==> config.mk <==
export PLATFORM = sky130hd
export DESIGN_NAME = switch_scan_debounce_flat
export DESIGN_NICKNAME = d
export VERILOG_FILES = /design/src/rtl/switch_scan_debounce_pkg.sv /design/src/rtl/switch_scan_debounce_if.sv /design/src/rtl/switch_scan_debounce_cell.sv /design/src/rtl/switch_scan_debounce.sv /design/src/flat_wrapper.sv
export SDC_FILE = /design/constraint.sdc
export NUM_CORES = 1
export LEC_CHECK = 0
export BUFFER_PORTS_ARGS = -buffer_cell sky130_fd_sc_hd__buf_4
export CAP_MARGIN = 10
export CORE_ASPECT_RATIO = 1.4
export CORE_MARGIN = 2
export CORE_UTILIZATION = 50
export CTS_BUF_LIST = sky130_fd_sc_hd__clkbuf_8
export CTS_CLUSTER_DIAMETER = 150
export DETAILED_ROUTE_END_ITERATION = 8
export GPL_ROUTABILITY_DRIVEN = 1
export PLACE_DENSITY = 0.65
export SYNTH_ARGS = -nofsm -noshare
export SYNTH_HDL_FRONTEND = slang
export SYNTH_SLANG_ARGS = --single-unit
==> constraint.sdc <==
create_clock -name CLK -period 7.66 [get_ports CLK]
set_input_delay 0.766 -clock CLK [delete_from_list [all_inputs] [get_ports CLK]]
set_output_delay 0.766 -clock CLK [all_outputs]
set_load 0.03 [all_outputs]
==> src/rtl/switch_scan_debounce_pkg.sv <==
// switch_scan_debounce_pkg -- constants shared by the switch scan front end and the change detector.
// Rev 1.0
`default_nettype none

package switch_scan_debounce_pkg;

  localparam int C_NUM_SW    = 10;
  localparam int C_SCAN_W    = 4;
  localparam int C_DB_CYCLES = 50000;
  localparam int C_DB_CNT_W  = 16;

  typedef enum logic [1:0] {
    SW_UNCHANGE = 2'b00,
    SW_UP       = 2'b01,
    SW_DOWN     = 2'b10
  } sw_change_e;

  typedef logic [C_SCAN_W-1:0] scan_idx_t;

  function automatic scan_idx_t scan_next(input scan_idx_t cur, input int num_sw);
    return (cur == scan_idx_t'(num_sw - 1)) ? '0 : cur + scan_idx_t'(1);
  endfunction

endpackage

`default_nettype wire

==> src/rtl/switch_scan_debounce_if.sv <==
// switch_scan_debounce_if -- raw switch input plus debounced/history/scan outputs.
// Rev 1.0
`default_nettype none

interface switch_scan_debounce_if
  import switch_scan_debounce_pkg::*;
#(
  parameter int NUM_SW = C_NUM_SW
);

  logic [NUM_SW-1:0]   SW_RAW;
  logic [NUM_SW-1:0]   SW;
  logic [NUM_SW-1:0]   SW_HISTORY;
  logic [C_SCAN_W-1:0] SCAN_COUNTER;
  logic                SCAN_WRAP;

  modport master (
    input  SW_RAW,
    output SW,
    output SW_HISTORY,
    output SCAN_COUNTER,
    output SCAN_WRAP
  );

  modport slave (
    output SW_RAW,
    input  SW,
    input  SW_HISTORY,
    input  SCAN_COUNTER,
    input  SCAN_WRAP
  );

endinterface

`default_nettype wire

==> src/rtl/switch_scan_debounce_cell.sv <==
// sw_debounce_cell -- 2-FF synchroniser plus stable-count debouncer for one switch.
// Rev 1.0
`default_nettype none

module sw_debounce_cell
  import switch_scan_debounce_pkg::*;
#(
  parameter int DB_CYCLES = C_DB_CYCLES,
  parameter int DB_CNT_W  = C_DB_CNT_W
) (
  input  logic CLK,
  input  logic RESET,
  input  logic raw_i,
  output logic stable_o
);

  logic                s1_q;
  logic                s2_q;
  logic                stable_q;
  logic                stable_d;
  logic [DB_CNT_W-1:0] cnt_q;
  logic [DB_CNT_W-1:0] cnt_d;

  // Any cycle where the synchronised level agrees with stable restarts the count.
  always_comb begin
    stable_d = stable_q;
    cnt_d    = '0;
    if (s2_q != stable_q) begin
      if (cnt_q == DB_CNT_W'(DB_CYCLES - 1)) begin
        stable_d = s2_q;
      end else begin
        cnt_d = cnt_q + DB_CNT_W'(1);
      end
    end
  end

  always_ff @(posedge CLK or posedge RESET) begin
    if (RESET) begin
      s1_q     <= 1'b0;
      s2_q     <= 1'b0;
      cnt_q    <= '0;
      stable_q <= 1'b0;
    end else begin
      s1_q     <= raw_i;
      s2_q     <= s1_q;
      cnt_q    <= cnt_d;
      stable_q <= stable_d;
    end
  end

  assign stable_o = stable_q;

endmodule

`default_nettype wire

==> src/rtl/switch_scan_debounce.sv <==
// switch_scan_debounce -- debounced switches, per-switch history commit and free-running scan index.
// Rev 1.0
`default_nettype none

module switch_scan_debounce
  import switch_scan_debounce_pkg::*;
#(
  parameter int NUM_SW    = C_NUM_SW,
  parameter int DB_CYCLES = C_DB_CYCLES,
  parameter int DB_CNT_W  = C_DB_CNT_W
) (
  input  logic                   CLK,
  input  logic                   RESET,
  switch_scan_debounce_if.master bus
);

  logic [NUM_SW-1:0] sw_stable;
  logic [NUM_SW-1:0] sw_dly_q;
  logic [NUM_SW-1:0] hist_q;
  logic [NUM_SW-1:0] hist_d;
  scan_idx_t         scan_q;
  scan_idx_t         scan_d;
  logic              wrap_q;

  generate
    for (genvar gi = 0; gi < NUM_SW; gi++) begin : g_cell
      sw_debounce_cell #(
        .DB_CYCLES (DB_CYCLES),
        .DB_CNT_W  (DB_CNT_W)
      ) u_cell (
        .CLK      (CLK),
        .RESET    (RESET),
        .raw_i    (bus.SW_RAW[gi]),
        .stable_o (sw_stable[gi])
      );
    end
  endgenerate

  // Commit the one-cycle-old level: that is what the consumer compared during this slot,
  // so a later SW change stays pending until the next visit.
  always_comb begin
    scan_d = scan_next(scan_q, NUM_SW);
    hist_d = hist_q;
    for (int i = 0; i < NUM_SW; i++) begin
      if (scan_q == scan_idx_t'(i)) begin
        hist_d[i] = sw_dly_q[i];
      end
    end
  end

  always_ff @(posedge CLK or posedge RESET) begin
    if (RESET) begin
      scan_q   <= '0;
      wrap_q   <= 1'b0;
      sw_dly_q <= '0;
      hist_q   <= '0;
    end else begin
      scan_q   <= scan_d;
      wrap_q   <= (scan_d == scan_idx_t'(NUM_SW - 1));
      sw_dly_q <= sw_stable;
      hist_q   <= hist_d;
    end
  end

  assign bus.SW           = sw_stable;
  assign bus.SW_HISTORY   = hist_q;
  assign bus.SCAN_COUNTER = scan_q;
  assign bus.SCAN_WRAP    = wrap_q;

endmodule

`default_nettype wire
==> src/flat_wrapper.sv <==
// flat-port wrapper written by rule: the top's interface ports become plain ports
module switch_scan_debounce_flat import switch_scan_debounce_pkg::*;
#(
  parameter int NUM_SW    = C_NUM_SW,
  parameter int DB_CYCLES = C_DB_CYCLES,
  parameter int DB_CNT_W  = C_DB_CNT_W
)
  (CLK, RESET, bus_SW_RAW, bus_SW, bus_SW_HISTORY, bus_SCAN_COUNTER, bus_SCAN_WRAP);
  switch_scan_debounce_if #(.NUM_SW(NUM_SW)) bus_i ();
  input  logic CLK;
  input  logic RESET;
  input wire logic [$bits(bus_i.SW_RAW)-1:0] bus_SW_RAW;
  output wire logic [$bits(bus_i.SW)-1:0] bus_SW;
  output wire logic [$bits(bus_i.SW_HISTORY)-1:0] bus_SW_HISTORY;
  output wire logic [$bits(bus_i.SCAN_COUNTER)-1:0] bus_SCAN_COUNTER;
  output wire logic [$bits(bus_i.SCAN_WRAP)-1:0] bus_SCAN_WRAP;
  assign bus_i.SW_RAW = bus_SW_RAW;
  assign bus_SW = bus_i.SW;
  assign bus_SW_HISTORY = bus_i.SW_HISTORY;
  assign bus_SCAN_COUNTER = bus_i.SCAN_COUNTER;
  assign bus_SCAN_WRAP = bus_i.SCAN_WRAP;
  switch_scan_debounce #(.NUM_SW(NUM_SW), .DB_CYCLES(DB_CYCLES), .DB_CNT_W(DB_CNT_W)) u_core (.CLK(CLK), .RESET(RESET), .bus(bus_i));
endmodule
==> impl_metrics.ini, run 1 <==
[sta]
hold_ws_ns = 0.331
max_freq_ghz = 0.456
max_slew_margin_pct = 29.1
fin_crit_sh_pct = 28.6
drv_slew = 0
finalHoldViolCount = 0
worst_pin_slew_ns = 1.06
period_needed_ns = 2.19
setup_tns_ns = 0
setup_violations = 0
rsz0062_at_grt = false
finClkSkew_ns = 0.0200

[clock_tree]
post_cts_resized = 0
clk_pin_slew_ns = 0.06
root_buffer = clkbuf_8
cts_setup_buffers = 0
cts-htree-levels = 2
clk_latency_ns = 0.52
clock-sinks = 215
cts_max_path_buffers = 3
cts_buffers = 36
cts_tree = yes
postCtsHoldBufs = 0

[synth]
synthTopCellsByCount = dfrtp_1, nor2_1, xnor2_1
yosysMostFrequentCell = dfrtp_1
yosysTopAreaCellShare_pct = 55.6
synthTopCellsByArea = dfrtp_1, xnor2_1, nor2_1, nand3_1, nor4_1
synthArstFlopShare_pct = 100
ys_seq_area_share_pct = 55.6
syn_area_um2 = 9670
yosys_warnings = 0
yosysTopAreaCell = dfrtp_1
netlist_instances = 908
yosysUniqueCellTypes = 37
synth-seq-cells = 215
synth_enable_flop_cells = 0
syn_area_per_cell_um2 = 10.7
ys.flop_type = dfrtp_1
mappedNetlistNets = 930

[global_routing]
gr-usage-all-layers_pct = 17.7
grt.overflow.total = 0
grt_pass1_vias = 6398
grt_pass1_wl_um = 30000
grt_max_degree = 138
antenna_found_initial = 0

[routing]
avgViaCountPerCell = 5.26
drtIter0Drc = 381
vias = 6476
drcViolationCount = 0
routed_wl_um = 17100
wire_per_inst_um = 13.9
firstDrtPassIters = 4
ant_nets = 0

[cells_and_area]
n_fill_cell = 1708
area_delta_synth_final_pct = 12.5
diodes = 0
multi_input_area_um2 = 4040
fin_util_pct = 57.1
seq_area_um2 = 5380
final_nets = 982
drive_above_1_share_pct = 13.4

[worst_setup_path]
reg2regPathDepth = 4
start_kind = register
crit_type = register to register
required_ns = 8.01
endpoint_kind = register
arrival_ns = 2.54
cp_max_fo = 15

[power_and_ir_drop]
seq_power_share_pct = 52.0
p_sw_mw = 0.508
clkPwrFrac_pct = 45.2
p_total_mw = 2.25
ir_drop_v = 0.000125
p_comb_share_pct = 2.8
p_leak_nw = 4.57
power_density_nw_per_um2 = 207
swShare_pct = 22.6
internal_power_mw = 1.74

[outcome]
run_status = finished, final reports clean

[place]
place_congestion = 0.762
hpwlAfterDp_um = 11000
numPortBuffers = 36

[floorplanning]
fp.dieH_um = 169
rows = 60
core_um2 = 19100
start_util_pct = 50.7
io_pins = 37
die_x_um = 122
die-area_um2 = 20500

[hold_path]
holdPathStages = 0
hold_path_class = register to register

[job]
maxCapViolCount = 0
==> routing by layer <==
layer / track usage, % / up-vias / part of all wire [%]
met4: 6.25 / 0 / 2.3
met3: 4.21 / 33 / 4.2
li1: - / 3207 / -
met5: 0 / - / 0
met2: 29.5 / 101 / 49
met1: 22.5 / 3135 / 44
==> state kept, by name, summed over array words and instances (netlist names) <==
register and flops:
u_core.bus.SW_HISTORY 10, u_core.g_cell.u_cell.s1_q 10, u_core.g_cell.u_cell.cnt_q 160, u_core.bus.SCAN_COUNTER 4, u_core.sw_dly_q 10, u_core.g_cell.u_cell.stable_o 10
u_core.g_cell.u_cell.s2_q 10, u_core.bus.SCAN_WRAP 1
==> critical path, cell delays in order, from the launching register on <==
cell     delay (ns)
dfrtp_1        0.40
ha_1           0.20
nand3_1        0.29
o41ai_4        1.01
nor2_1         0.12
==> power groups by stage <==
stage | Sequential, mW | Clock, mW | Combinational [mW]
floorplan | 1.19 | 0 | 0.0489
global placement | 1.19 | 0 | 0.0660
detailed placement | 1.19 | 0 | 0.0663
CTS | 1.17 | 1.06 | 0.0665
global route | 1.17 | 1.11 | 0.0755
finish | 1.17 | 1.02 | 0.0632
==> per-stage QoR <==
stage	setup WS, ns	instances	cell area (µm²)
after floorplan	1.01	908	9670
after global placement	5.01	1170	10100
after detailed placement	5.00	1170	10100
after CTS	5.43	1231	10900
after global routing	5.26	1231	10900
final	5.47	1231	10900
==> worst paths after layout <==
kind	start	end	slack [ns]
setup / recovery	u_core.g_cell[4].u_cell.cnt_q[0]	u_core.g_cell[4].u_cell.cnt_q[2]	5.47
hold / removal	u_core.g_cell[3].u_cell.s1_q	u_core.g_cell[3].u_cell.s2_q	0.33
setup reg to reg	u_core.g_cell[4].u_cell.cnt_q[0]	u_core.g_cell[4].u_cell.cnt_q[2]	5.47
hold reg to reg	u_core.g_cell[3].u_cell.s1_q	u_core.g_cell[3].u_cell.s2_q	0.33
max in group asynchronous	RESET	u_core.g_cell[8].u_cell.cnt_q[9]	5.67
min in group asynchronous	RESET	u_core.sw_dly_q[0]	0.47
==> layout by cell type, fill, tap and decap left out, types with 2 or more instances in the layout <==
| cell | synthesis | layout |
|---|---|---|
| dfrtp_1 | 215 | 215 |
| nor2_1 | 169 | 169 |
| xnor2_1 | 121 | 121 |
| nand3_1 | 59 | 59 |
| clkbuf_8 | 0 | 49 |
| nor3_1 | 43 | 43 |
| nor4_1 | 41 | 41 |
| nand4_1 | 39 | 39 |
| inv_1 | 35 | 38 |
| buf_4 | 12 | 37 |
| nand2_1 | 35 | 35 |
| xor2_1 | 28 | 28 |
| mux2_2 | 19 | 19 |
| and3_1 | 16 | 16 |
| nor4bb_1 | 14 | 14 |
| nor2_2 | 10 | 10 |
| ha_1 | 10 | 10 |
| nor4b_1 | 9 | 9 |
| clkinv_2 | 0 | 5 |
| o41ai_4 | 2 | 3 |
| clkinvlp_4 | 0 | 3 |
| or3_1 | 2 | 2 |
| nand2b_1 | 2 | 2 |
| a21oi_1 | 2 | 2 |
==> kinds of logic after synthesis <==
family,Yosys count,share of synthesized area (%)
muxes,21,2.47
DFF,215,55.6
buffers and inverters,58,2.79
AOI/OAI and AO/OA,9,1.15
adders and majority gates,10,1.29
and+or+nand+nor,446,23.2
xor gates and xnor gates,149,13.5
==> cell type report <==
| cell class | count | share of cell area [%] |
|---|---|---|
| sequential | 215 | 49.5 |
| clock buffer | 49 | 6.20 |
| tap | 248 | 2.85 |
| timing repair buffer | 37 | 2.55 |
| multi-input combinational | 635 | 37.1 |
| inverter | 35 | 1.28 |
| clock inverter | 12 | 0.575 |
(Power assumes the default switching activity.)
==> run 2, diff against run 1 <==
Settings changed: ABC_AREA set to 1, PLACE_DENSITY 0.65 to 0.67.
Clock period 7.66 ns to 1.9 ns, I/O delays scaled along.
==> impl_metrics.ini, run 2 <==
[outcome]
run_status = finished, final reports clean

[floorplanning]
start_util_pct = 51.2
core_um2 = 21300
io_pins = 37
rows = 63
die_x_um = 129
fp.dieH_um = 179
die-area_um2 = 23000

[synth]
synth_enable_flop_cells = 0
synth-seq-cells = 215
yosysTopAreaCellShare_pct = 49.3
synthTopCellsByArea = dfrtp_1, nor2_1, nand2_1, inv_1, nand3_1
synthTopCellsByCount = nor2_1, nand2_1, dfrtp_1
yosysUniqueCellTypes = 25
ys_seq_area_share_pct = 49.3
synthArstFlopShare_pct = 100
netlist_instances = 1382
mappedNetlistNets = 1404
yosys_warnings = 0
ys.flop_type = dfrtp_1
yosysTopAreaCell = dfrtp_1
syn_area_um2 = 10900
syn_area_per_cell_um2 = 7.89
yosysMostFrequentCell = nor2_1

[global_routing]
grt_max_degree = 88
grt_pass1_vias = 8492
antenna_found_initial = 0
grt_pass1_wl_um = 38200
gr-usage-all-layers_pct = 20.2
grt.overflow.total = 0

[place]
dp.cells = 1674
dp_slack_ns = 0.398
numPortBuffers = 36
dpl-instance-area_um2 = 11500
place_congestion = 0.872
hpwlAfterDp_um = 15900

[clock_tree]
clock-sinks = 215
cts_setup_buffers = 0
clk_pin_slew_ns = 0.06
cts-htree-levels = 2
clk_latency_ns = 0.52
cts_buffers = 37
cts_tree = yes
root_buffer = clkbuf_8
cts_max_path_buffers = 3

[power_and_ir_drop]
power_density_nw_per_um2 = 773
p_leak_nw = 5.98
ir_drop_v = 0.000568

[sta]
rsz0062_at_grt = false
fin_ws_ns = 0.364
setup_violations = 0
fin_crit_sh_pct = 80.8
hold_ws_ns = 0.126
finalHoldViolCount = 0
period_needed_ns = 1.54
setup_tns_ns = 0
max_slew_margin_pct = 65.8
drv_slew = 0
max_freq_ghz = 0.651
worst_pin_slew_ns = 0.513
finClkSkew_ns = 0.0233

[worst_setup_path]
crit_type = register to register
start_kind = register
endpoint_kind = register
arrival_ns = 1.93
cp_max_fo = 7
required_ns = 2.30
reg2reg_slack_ns = 0.36

[cells_and_area]
diodes = 0
final_nets = 1486
fin_cells = 1744
largest_reg_flops = 160
drive_above_1_share_pct = 9.97
final_cell_mix = nor2_1, nand2_1, dfrtp_1
final_common_cell = nor2_1
stdcell_area_um2 = 12400
area_delta_synth_final_pct = 13.7
largest_register = u_core.g_cell.u_cell.cnt_q

[routing]
avgViaCountPerCell = 4.97
firstDrtPassIters = 7
routed_wl_um = 22200
ant_nets = 0
drcViolationCount = 0
wire_per_inst_um = 12.7
drtIter0Drc = 449
vias = 8672

[job]
maxCapViolCount = 0

[hold_path]
hold_path_class = input pin to asynchronous set/reset pin
==> run 2: changes by cell type after synthesis, sizes merged, moves of 22 or more <==
cell,previous run,this run
nor4,41,1
a21oi,2,31
nor2,179,358
nand3,60,104
nand2,35,283
xnor2,121,34
a31oi,0,22
inv,35,187
==> run 2: metrics by stage <==
step / util [%] / power, mW
final: 58.2 / 9.58
after global routing: 58.2 / 10.0
after CTS: 58.2 / 9.74
after detailed placement: 54.0 / 5.14
after global placement: 54.0 / 5.13
after floorplan: - / 5.02
==> run 2: cell type report <==
type / count / area (µm²)
well taps: 260 / 325
clock inverters: 16 / 195
fillers: 1943 / 8890
multi-input cells: 970 / 4750
inverters: 187 / 706
clock buffers: 43 / 592
repair buffers: 53 / 450
flip-flops and latches: 215 / 5380
==> run 2: path summary, 6_finish.rpt <==
path	start	to	cells past startpoint
setup / recovery	u_core.g_cell[8].u_cell.cnt_q[0]	u_core.g_cell[8].u_cell.cnt_q[0]	6
hold / removal	RESET	u_core.g_cell[7].u_cell.s2_q	3
setup reg to reg	u_core.g_cell[8].u_cell.cnt_q[0]	u_core.g_cell[8].u_cell.cnt_q[0]	6
hold reg to reg	u_core.g_cell[8].u_cell.s1_q	u_core.g_cell[8].u_cell.s2_q	0
max in group asynchronous	RESET	u_core.g_cell[6].u_cell.cnt_q[15]	4
min in group CLK	bus_SW_RAW[6]	u_core.g_cell[6].u_cell.s1_q	2
==> run 2: repair_timing <==
action / in CTS / in global routing
hold buffers: 11 / 0
endpoints found under the setup margin: 0 / 0
endpoints found under the hold margin: 225 / 0
resized for setup: 0 / 0
==> run 2: cell families after synthesis <==
logic type,count (synthesis),synth area share [%]
fa+ha+maj,10,1.15
flops,215,49.3
buf+inv,197,7.13
simple gates,816,32.0
mux,2,0.207
compound gates,63,3.17
xor+xnor,79,6.97
==> run 2: report_power, final <==
part | internal (mW) | switching [mW] | leakage, nW | total [mW]
combinational | 0.122 | 0.218 | 2.63 | 0.340
clock | 2.72 | 1.80 | 0.434 | 4.52
sequential | 4.65 | 0.0675 | 2.92 | 4.72
total | 7.50 | 2.09 | 5.98 | 9.58
==> run 2: per-layer routing <==
layer	GRT usage, %	vias up	share of wire, %
met1	24.4	3989	43
met3	4.36	52	4.4
met2	34.9	164	50
met5	0	-	0
li1	-	4467	-
met4	8.47	0	3.1
==> run 2: critical path: stages (launching register included) <==
cell and delay [ns]:
dfrtp_1 0.39, ha_1 0.20, nand3_1 0.19, nor3_2 0.20, nand2_1 0.22, nand2_2 0.17, nor2_1 0.05
